File: src/rtl/capture_pkg.sv
// Shared types for the trigger capture buffer.
// Holds the FSM state encoding and the stream handshake helpers.
package capture_pkg;

  typedef enum logic [2:0] {
    IDLE,
    PREFILL,
    ARMED,
    POST,
    DRAIN
  } capture_state_t;

  localparam logic HS_VALID = 1'b1;
  localparam logic HS_READY = 1'b1;

  function automatic logic xfer(
    input logic v,
    input logic r
  );
    return (v == HS_VALID) && (r == HS_READY);
  endfunction

endpackage

File: src/rtl/capture_ram.sv
// Simple dual-port sample RAM.
// One write port, one read port with a registered read.
module capture_ram #(
  parameter int WIDTH = 8,
  parameter int DEPTH = 256,
  parameter int AW    = $clog2(DEPTH)
) (
  input  logic             clk,
  input  logic             we,
  input  logic [AW-1:0]    waddr,
  input  logic [WIDTH-1:0] wdata,
  input  logic             re,
  input  logic [AW-1:0]    raddr,
  output logic [WIDTH-1:0] rdata
);

  logic [WIDTH-1:0] mem [DEPTH];

  // Storage write and registered read, no reset so it maps onto block RAM.
  always_ff @(posedge clk) begin
    if (we)
      mem[waddr] <= wdata;
    if (re)
      rdata <= mem[raddr];
  end

endmodule

File: src/rtl/trigger_capture_buffer.sv
// Circular pre/post trigger sample capture.
// Records history, captures around a trigger and streams the window out.
module trigger_capture_buffer
  import capture_pkg::*;
#(
  parameter int SAMPLE_DATA_WIDTH = 8,
  parameter int DEPTH             = 256,
  parameter int PRE_TRIGGER       = 64,
  parameter int POST_TRIGGER      = 192
) (
  input  logic                         clk,
  input  logic                         rst_n,
  input  logic                         axiiv,
  input  logic [SAMPLE_DATA_WIDTH-1:0] axiid,
  input  logic                         trigger,
  input  logic                         arm,
  output logic                         axiov,
  output logic [SAMPLE_DATA_WIDTH-1:0] axiod,
  input  logic                         axiord,
  output logic                         busy,
  output logic                         done
);

  localparam int AW = $clog2(DEPTH);
  localparam int CW = $clog2(DEPTH + 1);
  localparam int W  = SAMPLE_DATA_WIDTH;

  localparam logic [CW-1:0] PRE_C  = CW'(PRE_TRIGGER);
  localparam logic [CW-1:0] POST_C = CW'(POST_TRIGGER);
  localparam logic [CW-1:0] TOT_C  =
    CW'(PRE_TRIGGER + POST_TRIGGER);
  localparam logic [CW-1:0] LAST_C =
    CW'(PRE_TRIGGER + POST_TRIGGER - 1);
  localparam logic [AW-1:0] PRE_A  = AW'(PRE_TRIGGER);
  localparam logic [CW-1:0] ONE_C  = CW'(1);

  capture_state_t state;

  logic [AW-1:0] wr_ptr;
  logic [AW-1:0] trig_ptr;
  logic [AW-1:0] rd_ptr;
  logic [CW-1:0] fill;
  logic [CW-1:0] post_cnt;
  logic [CW-1:0] out_cnt;
  logic [CW-1:0] iss_cnt;

  logic          rv;
  logic          sv;
  logic [W-1:0]  sd;
  logic [W-1:0]  ram_q;

  logic          we;
  logic          pop;
  logic          issue;
  logic [2:0]    occ;

  // Only the capture states write, every accepted ADC strobe.
  assign we = axiiv &&
    (state == PREFILL ||
     state == ARMED ||
     state == POST);

  assign pop = xfer(axiov, axiord);

  // Entries that will be held after this edge: output reg,
  // skid reg and the read in flight. A new read is only issued
  // when its data is guaranteed a slot next cycle.
  assign occ = 3'(axiov) + 3'(sv) + 3'(rv) - 3'(pop);

  assign issue = (state == DRAIN) && !done &&
    (iss_cnt != TOT_C) && (occ <= 3'd1);

  capture_ram #(
    .WIDTH (W),
    .DEPTH (DEPTH)
  ) u_ram (
    .clk   (clk),
    .we    (we),
    .waddr (wr_ptr),
    .wdata (axiid),
    .re    (issue),
    .raddr (rd_ptr),
    .rdata (ram_q)
  );

  // Capture FSM with pointers, counters, busy and done.
  always_ff @(posedge clk or negedge rst_n) begin
    if (!rst_n) begin
      state    <= IDLE;
      wr_ptr   <= '0;
      trig_ptr <= '0;
      rd_ptr   <= '0;
      fill     <= '0;
      post_cnt <= '0;
      out_cnt  <= '0;
      iss_cnt  <= '0;
      busy     <= 1'b0;
      done     <= 1'b0;
    end else begin
      done <= 1'b0;
      unique case (state)
        IDLE: begin
          if (arm) begin
            state <= PREFILL;
            fill  <= '0;
            busy  <= 1'b1;
          end
        end
        PREFILL: begin
          if (axiiv) begin
            wr_ptr <= wr_ptr + 1'b1;
            fill   <= fill + ONE_C;
            if (fill + ONE_C == PRE_C)
              state <= ARMED;
          end
        end
        ARMED: begin
          if (axiiv)
            wr_ptr <= wr_ptr + 1'b1;
          if (trigger) begin
            trig_ptr <= wr_ptr;
            post_cnt <= axiiv ? ONE_C : '0;
            if (axiiv && POST_C == ONE_C) begin
              state   <= DRAIN;
              rd_ptr  <= wr_ptr - PRE_A;
              out_cnt <= '0;
              iss_cnt <= '0;
            end else begin
              state <= POST;
            end
          end
        end
        POST: begin
          if (axiiv) begin
            wr_ptr   <= wr_ptr + 1'b1;
            post_cnt <= post_cnt + ONE_C;
            if (post_cnt + ONE_C == POST_C) begin
              state   <= DRAIN;
              rd_ptr  <= trig_ptr - PRE_A;
              out_cnt <= '0;
              iss_cnt <= '0;
            end
          end
        end
        DRAIN: begin
          if (done) begin
            state <= IDLE;
            busy  <= 1'b0;
          end else begin
            if (pop) begin
              out_cnt <= out_cnt + ONE_C;
              if (out_cnt == LAST_C)
                done <= 1'b1;
            end
            if (issue) begin
              rd_ptr  <= rd_ptr + 1'b1;
              iss_cnt <= iss_cnt + ONE_C;
            end
          end
        end
        default: begin
          state <= IDLE;
          busy  <= 1'b0;
        end
      endcase
    end
  end

  // Output register plus skid register hiding the RAM read latency.
  always_ff @(posedge clk or negedge rst_n) begin
    if (!rst_n) begin
      rv    <= 1'b0;
      sv    <= 1'b0;
      sd    <= '0;
      axiov <= 1'b0;
      axiod <= '0;
    end else begin
      rv <= issue;
      if (!axiov || pop) begin
        if (sv) begin
          axiov <= 1'b1;
          axiod <= sd;
          if (rv)
            sd <= ram_q;
          else
            sv <= 1'b0;
        end else if (rv) begin
          axiov <= 1'b1;
          axiod <= ram_q;
        end else begin
          axiov <= 1'b0;
        end
      end else if (rv) begin
        sv <= 1'b1;
        sd <= ram_q;
      end
    end
  end

endmodule

File: config.mk
export PLATFORM = sky130hd
export DESIGN_NAME = trigger_capture_buffer
export DESIGN_NICKNAME = d
export VERILOG_FILES = /design/src/rtl/capture_pkg.sv /design/src/rtl/capture_ram.sv /design/src/rtl/trigger_capture_buffer.sv
export SDC_FILE = /design/constraint.sdc
export NUM_CORES = 2
export LEC_CHECK = 0
export CAP_MARGIN = 20
export CELL_PAD_IN_SITES_DETAIL_PLACEMENT = 1
export CELL_PAD_IN_SITES_GLOBAL_PLACEMENT = 2
export CORE_UTILIZATION = 46
export DETAILED_ROUTE_END_ITERATION = 8
export PLACE_DENSITY = 0.77
export SLEW_MARGIN = 20
export SYNTH_ARGS = -nofsm -noshare
export SYNTH_HDL_FRONTEND = slang
export SYNTH_SLANG_ARGS = --single-unit
File: constraint.sdc
create_clock -name clk -period 2.4 [get_ports clk]
set_input_delay 0.6 -clock clk [delete_from_list [all_inputs] [get_ports clk]]
set_output_delay 0.6 -clock clk [all_outputs]
set_load 0.01 [all_outputs]
# Yosys cells after proc, flatten, opt, wreduce, memory -nomap -nowiden
# Memory sizes are Yosys's and may differ from the RTL's. A register that Yosys moved wholly into a read port is not among the register bits.
# Index checks and enable logic that the tools add are counted.
classes:
  bitwise_logic: 1
  add_sub_neg: 10
  eq_ne: 19
  order_cmp: 1
  n_reduce_logical: 26
  muxes: 47
op_table:
  columns: ["cell", "count"]
  rows:
  - ["$mux 9", 10]
  - ["$mux 8", 9]
  - ["$pmux 9 s2", 4]
  - ["$add 9x1->9 const B", 4]
  - ["$mux 3", 7]
  - ["$eq 9x8->1 const B", 2]
  - ["$ne 2x2->1 const B", 9]
  - ["$add 8x1->8 const B", 2]
  - ["$pmux 8 s2", 1]
  - ["$pmux 3 s5", 1]
  - ["$mux 1", 14]
  - ["$reduce_and 5->1", 2]
  - ["$reduce_bool 2->1", 5]
  - ["$eq 9x7->1 const B", 1]
  - ["$ne 9x9->1 const B", 1]
  - ["$reduce_and 3->1", 3]
  - ["$sub 8x7->8 const B", 1]
  - ["$reduce_and 7->1", 1]
  - ["$eq 3x2->1 const B", 2]
  - ["$reduce_and 2->1", 3]
  - ["$logic_and 1x1->1", 5]
  - ["$ne 2x1->1 const B", 2]
  - ["$add 2x1->3", 1]
  - ["$eq 3x1->1 const B", 1]
  - ["other kinds (10)", 13]
word_totals:
  input_bits: 14
  ramBits: 2048
  mem_count: 1
  ff_bits: 84
memory_table:
  columns: ["name", "words", "word_bits", "read_ports", "rd_ports_with_merged_regs", "wr", "line_no", "rtl"]
  rows:
  - ["u_ram.mem", 256, 8, 1, 1, 1, "capture_ram.sv:17", "logic [WIDTH-1:0] mem [DEPTH];"]

# Logic depth before layout (Yosys ltp)
depth:
  depth_word: 8
  mapped_depth: 13

# By module
# A second synthesis with hierarchy kept.
hier_totals:
  hier_cells: 4177
  hier_area_um2: 83950.5
by_module_without_submodules:
  columns: ["mod", "cells_per_inst", "area_each_um2", "instances", "seq_area_each_um2"]
  rows:
  - ["capture_ram", 3733, 79636.4, 1, 61739.2]
  - ["trigger_capture_buffer", 444, 4314.1, 1, 2102.0]

# Worst setup path after synthesis
# No wires, ideal clock.
synth_path:
  path_kind: "input port to flip-flop"
  startpoint: "input port axiord"
  endpoint: "register rd_ptr[1]"
  required_time_ns: 2.321
  path_slack_ns: -0.370
  path_buffers: 1
  stages: 12
  arrival_ns: 2.691
  cell_sequence: "nand2_1 > inv_1 > ha_1 > inv_1 > ha_1 > a21oi_1 > xnor2_1 > nor3_1 > buf_2 > nor2_1 > nor2_1 > a2bb2oi_1"
synth_via:
  elab_chain_len: 6
synth_lines:
  columns: ["element", "line_no", "rtl"]
  rows:
  - ["start, declared", "trigger_capture_buffer.sv:19", "input logic axiord,"]
  - ["$logic_and 1x1->1", "capture_pkg.sv:20", "return (v == HS_VALID) && (r == HS_READY);"]
  - ["$sub 3x1->3", "trigger_capture_buffer.sv:68", "assign occ = 3'(axiov) + 3'(sv) + 3'(rv) - 3'(pop);"]
  - ["$le 3x1->1", "trigger_capture_buffer.sv:71", "(iss_cnt != TOT_C) && (occ <= 3'd1);"]
  - ["$logic_and 1x1->1", "trigger_capture_buffer.sv:71", null]
  - ["net issue", "trigger_capture_buffer.sv:54", "logic issue;"]
  - ["$ne 2x2->1 (no line)", null, null]
  - ["$reduce_and 5->1 (no line)", null, null]
  - ["end signal, assigned", "trigger_capture_buffer.sv:125", "rd_ptr <= wr_ptr - PRE_A;"]
  - ["end signal, assigned", "trigger_capture_buffer.sv:139", "rd_ptr <= trig_ptr - PRE_A;"]
  - ["end signal, assigned", "trigger_capture_buffer.sv:156", "rd_ptr <= rd_ptr + 1'b1;"]
  - ["end, declared", "trigger_capture_buffer.sv:41", "logic [AW-1:0] rd_ptr;"]
# The timed path passes the listed nets, and every way through them passes these cells.
# A chain may end at the register's enable or synchronous reset.

==> metrics.sh <==
WIRE_PER_INST_UM=33.7
SYN-MEAN-INSTANCE-AREA_UM2=20.3
HOLDWS_PS=130
ROUTED_VIA_DENSITY=6.21
FIRSTDRTPASSITERS=5
CORE_MM2=0.181
UNREPAIRED_SETUP_ENDPOINTS_AFTER_GLOBAL_ROUTING='yes'
SYNTH.AREA.TOP_CELLS='sky130_fd_sc_hd__edfxtp_1, sky130_fd_sc_hd__mux4_2, sky130_fd_sc_hd__dfrtp_1'
SYNTH.LIB_CELLS_USED.DISTINCT=74
VIA_COUNT=47400
DIODES=0
YOSYS.AREA.TOP_TYPE='sky130_fd_sc_hd__edfxtp_1'
CTS_TREE='yes'
NUMBER_OF_ANTENNA_VIOLATIONS_AT_THE_FIRST_CHECK_IN_GLOBAL_ROUTING=5
DRT-TOTAL-WL_UM=258000
REPORT.FINAL.HOLD_VIOL_COUNT=0
WORSTMARGINPINSLEW_PS=895
GRT_START_MAX_NET_PINS=93
FINAL_LAYOUT_SIZE_SUFFIX_GT1_SHARE_PCT=37.7
ARRIVAL_PS=3810
CTS-ROOT-BUF='sky130_fd_sc_hd__clkbuf_16'
PORT-BUFFER-COUNT=24
ANTENNA_VIOLATING_NETS_REMAINING=0
POST-ROUTE-WORST-SETUP-SLACK_PS=-785
WORST_IR_DROP_VDD_uV=813
USE_MET2_PCT=44.8
SYN-CELL-AREA_MM2=0.0841
NUM_ROWS=156
MAX_CLOCK_FREQ_MHz=314
BUSIEST_LAYER='met2'
GRT_PASS1_VIAS=49300
COUNT_OF_H_TREE_LEVELS_BUILT_DURING_CTS=4
TIMING.FINAL.SETUP_VIOLATIONS=14
FINAL_GP_CONGESTION=0.889
DIE_AREA_MM2=0.184
YOSYS_WARNINGS=0
SYNTH_SIMPLE_GATE_AREA_SHARE_PCT=2.94
FINAL_NETS=5112
FINALWORSTPATHREQUIREDPERIOD_PS=3190
EFFECTIVE_UTILIZATION_AT_FLOORPLAN_PCT=46.4
SYNTH-ADDER-AREA-SHARE_PCT=0.205
CLK_TRANSITION_REPORTED_PATHS_PS=70
INSERTION_DELAY_PS=870
DIE_HEIGHT_UM=430
WORST_HOLD_PATH.NUM_CELLS=1
CLK_PATH_BUF_DEPTH=3
TIMING.CRITICAL_PATH.TO_TYPE='flop'
FIN_SKEW_PS=50.7
GR-USAGE-MET3_PCT=5.64
NUMBER_OF_DRC_VIOLATIONS_AFTER_DETAILED_ROUTING_ITERATION_0=5920
RUN_STATUS='complete, but fails checks'
NETLIST.AREA_LEADER.SHARE_PCT=73.4
DIEWIDTH_UM=430
TIMING.FINAL.MAX_SLEW_VIOLATIONS=0
SYNTH_TOP_FLOP_CELL='sky130_fd_sc_hd__edfxtp_1'
SYN_INST=4139
SYNTH.MOST_COMMON_CELL='sky130_fd_sc_hd__edfxtp_1'
FILLER_CELL_COUNT=15700
DRC=0
SYNTH-EDFF-COUNT=2056
POWER.DENSITY_mW_PER_MM2=744
SYNTH_COMPOUND_GATE_AREA_SHARE_PCT=3.45
FINAL_CORE_UTIL_PCT=57.4
CRITPATHMAXFANOUT=7
GRT_OVERFLOW=0
FINAL_MIN_PERIOD_OVER_CLOCK_PERIOD_PCT=133
PLACE_HPWL_UM=167000
TIMING.CRITICAL_PATH.REQUIRED_PS=3030
WORST_SETUP_PATH_START_KIND='flop'
YS_SEQ_AREA_SHARE_PCT=75.9
SYNTH-SEQ-CELLS=2140
SETUP.WORST_PATH.CLASS='flop to flop'
NUMCTSBUFFERS=211
AREA_DELTA_SYNTH_FINAL_PCT=23.6
CTS.SINKS=2140
STATIC-LEAKAGE-POWER_nW=33.7
GROUTE.USAGE.OVERALL_PCT=27.9
SYN_NETS=4166
VIOLATIONS_IN_THE_FINAL_REPORTS='setup timing'
IOS=25
MIN_PATH_TYPE='input pin to flop'
SYNTH_TOP_FAMILY_BY_AREA='multiplexers'
ASYNC_RESET_FF_SHARE_PCT=3.93
MAXCAPVIOLCOUNT=0
SYNTH_XOR_XNOR_AREA_SHARE_PCT=0.135
GRT_MET1_USE_PCT=38.3
SYNTH_COMMONEST_CELLS='sky130_fd_sc_hd__edfxtp_1, sky130_fd_sc_hd__mux4_2, sky130_fd_sc_hd__nor2_1, sky130_fd_sc_hd__mux2i_1, sky130_fd_sc_hd__nand2_1'
GRT_PASS1_WL_UM=367000
SYNTH_MUX_AREA_SHARE_PCT=15.6
WORST_R2R_PATH_DEPTH=9
MAX-SLEW-MARGIN-REL_PCT=40.1
## layout make-up
class                           count  area (um2)  area share, %
Clock buffer                      256        5530           5.33
Clock inverter                    135        1180           1.14
Inverter                           20        82.6         0.0795
Multi-Input combinational cell   1744       20100           19.4
Sequential cell                  2140       63900           61.5
Tap cell                         2370        2970           2.85
Timing Repair Buffer              968       10100           9.76
## cell families (layout without fill, tap and decap cells)
logic type,after synthesis,count (layout)
muxes,701,701
xor gates and xnor gates,13,13
adders and majority gates,14,14
AOI/OAI and AO/OA,440,440
and+or+nand+nor,576,576
DFF,2140,2140
buffers and inverters,255,1379
## metal layers
metal | share of wire [%] | wire (um) | vias to the layer above
met4 | 3.4 | 8680 | 2
met5 | 0.0054 | 14 | -
met3 | 8.7 | 22400 | 461
met1 | 40 | 102000 | 25400
li1 | - | - | 19100
met2 | 48 | 125000 | 2477
## power by group
group	internal (mW)	total, mW	switching [mW]
clock	18.1	32.6	14.5
sequential	41.3	41.5	0.224
combinational	0.859	3.26	2.40
total	60.2	77.3	17.1
## sequential cells by signal, indices dropped and copies added, names as in the netlist
| register | cells |
|---|---|
| busy | 1 |
| out_cnt | 9 |
| rd_ptr | 8 |
| wr_ptr | 8 |
| trig_ptr | 8 |
| fill | 9 |
| rv | 1 |
| u_ram.mem | 2048 |
| sd | 8 |
| post_cnt | 9 |
| u_ram.rdata | 8 |
| iss_cnt | 9 |
| axiod | 8 |
| state | 3 |
| axiov | 1 |
| sv | 1 |
| done | 1 |
## worst max-delay path, cell delays in order (launching register included)
cell,delay (ps)
sky130_fd_sc_hd__dfrtp_4,480
sky130_fd_sc_hd__buf_8,160
sky130_fd_sc_hd__buf_16,170
sky130_fd_sc_hd__buf_16,160
sky130_fd_sc_hd__buf_12,140
sky130_fd_sc_hd__mux4_2,540
sky130_fd_sc_hd__mux4_2,520
sky130_fd_sc_hd__a22oi_2,270
sky130_fd_sc_hd__o211ai_1,250
sky130_fd_sc_hd__a31o_1,230
## final timing paths
check / from / to / slack (ps)
setup reg to reg: rd_ptr[0] / u_ram.rdata[3] / -790
setup / recovery: rd_ptr[0] / u_ram.rdata[3] / -790
hold / removal: axiid[7] / u_ram.mem[153][7] / 130
max in group asynchronous: rst_n / iss_cnt[0] / 1470
hold reg to reg: out_cnt[8] / out_cnt[8] / 490
min in group asynchronous: rst_n / axiov / 300
## stage by stage
stage / cells / worst slack [ps] / power [mW] / setup TNS, ps / instance area [um2]
after floorplan: 4139 / -104 / 43.1 / -690 / 85000
after global placement: 7165 / -1050 / 45.4 / -958250 / 95400
after detailed placement: 7165 / -1100 / 45.5 / -958130 / 95400
after CTS: 7613 / -727 / 77.6 / -5780 / 103000
after global routing: 7633 / -754 / 79.0 / -6680 / 104000
final: 7633 / -785 / 77.3 / -5910 / 104000
## cell usage in the layout (no fill, tap or decap), drive strengths merged, types with 6 or more instances in the layout
cell / synthesis / final
o221ai: 14 / 14
nor3: 19 / 19
a21oi: 111 / 111
mux4: 487 / 487
a311oi: 6 / 6
and2: 18 / 18
nand4: 10 / 10
o211ai: 15 / 15
a21o: 8 / 8
a211oi: 28 / 28
o21ai: 90 / 90
and3: 7 / 7
o22ai: 18 / 18
mux2i: 195 / 195
nor4: 6 / 6
nand2: 127 / 127
nor2: 314 / 314
a22o: 12 / 12
clkinv: 1 / 104
nor2b: 18 / 18
mux2: 19 / 19
clkdlybuf4s50: 0 / 10
buf: 131 / 938
edfxtp: 2056 / 2056
dfrtp: 84 / 84
clkinvlp: 0 / 10
xnor2: 10 / 10
a22oi: 42 / 42
nand3: 33 / 33
clkbuf: 104 / 268
bufinv: 0 / 15
ha: 13 / 13
a31oi: 18 / 18
a221oi: 34 / 34
inv: 19 / 26
## repair_timing
item,in CTS,in global routing
hold buffers,1,0
resized for setup,135,71
hold endpoints to repair,35,0
pin swaps,28,22
setup endpoints to repair,32,38
buffers inserted,47,21
gates cloned,11,3
Power figures use the tool's default switching activity.
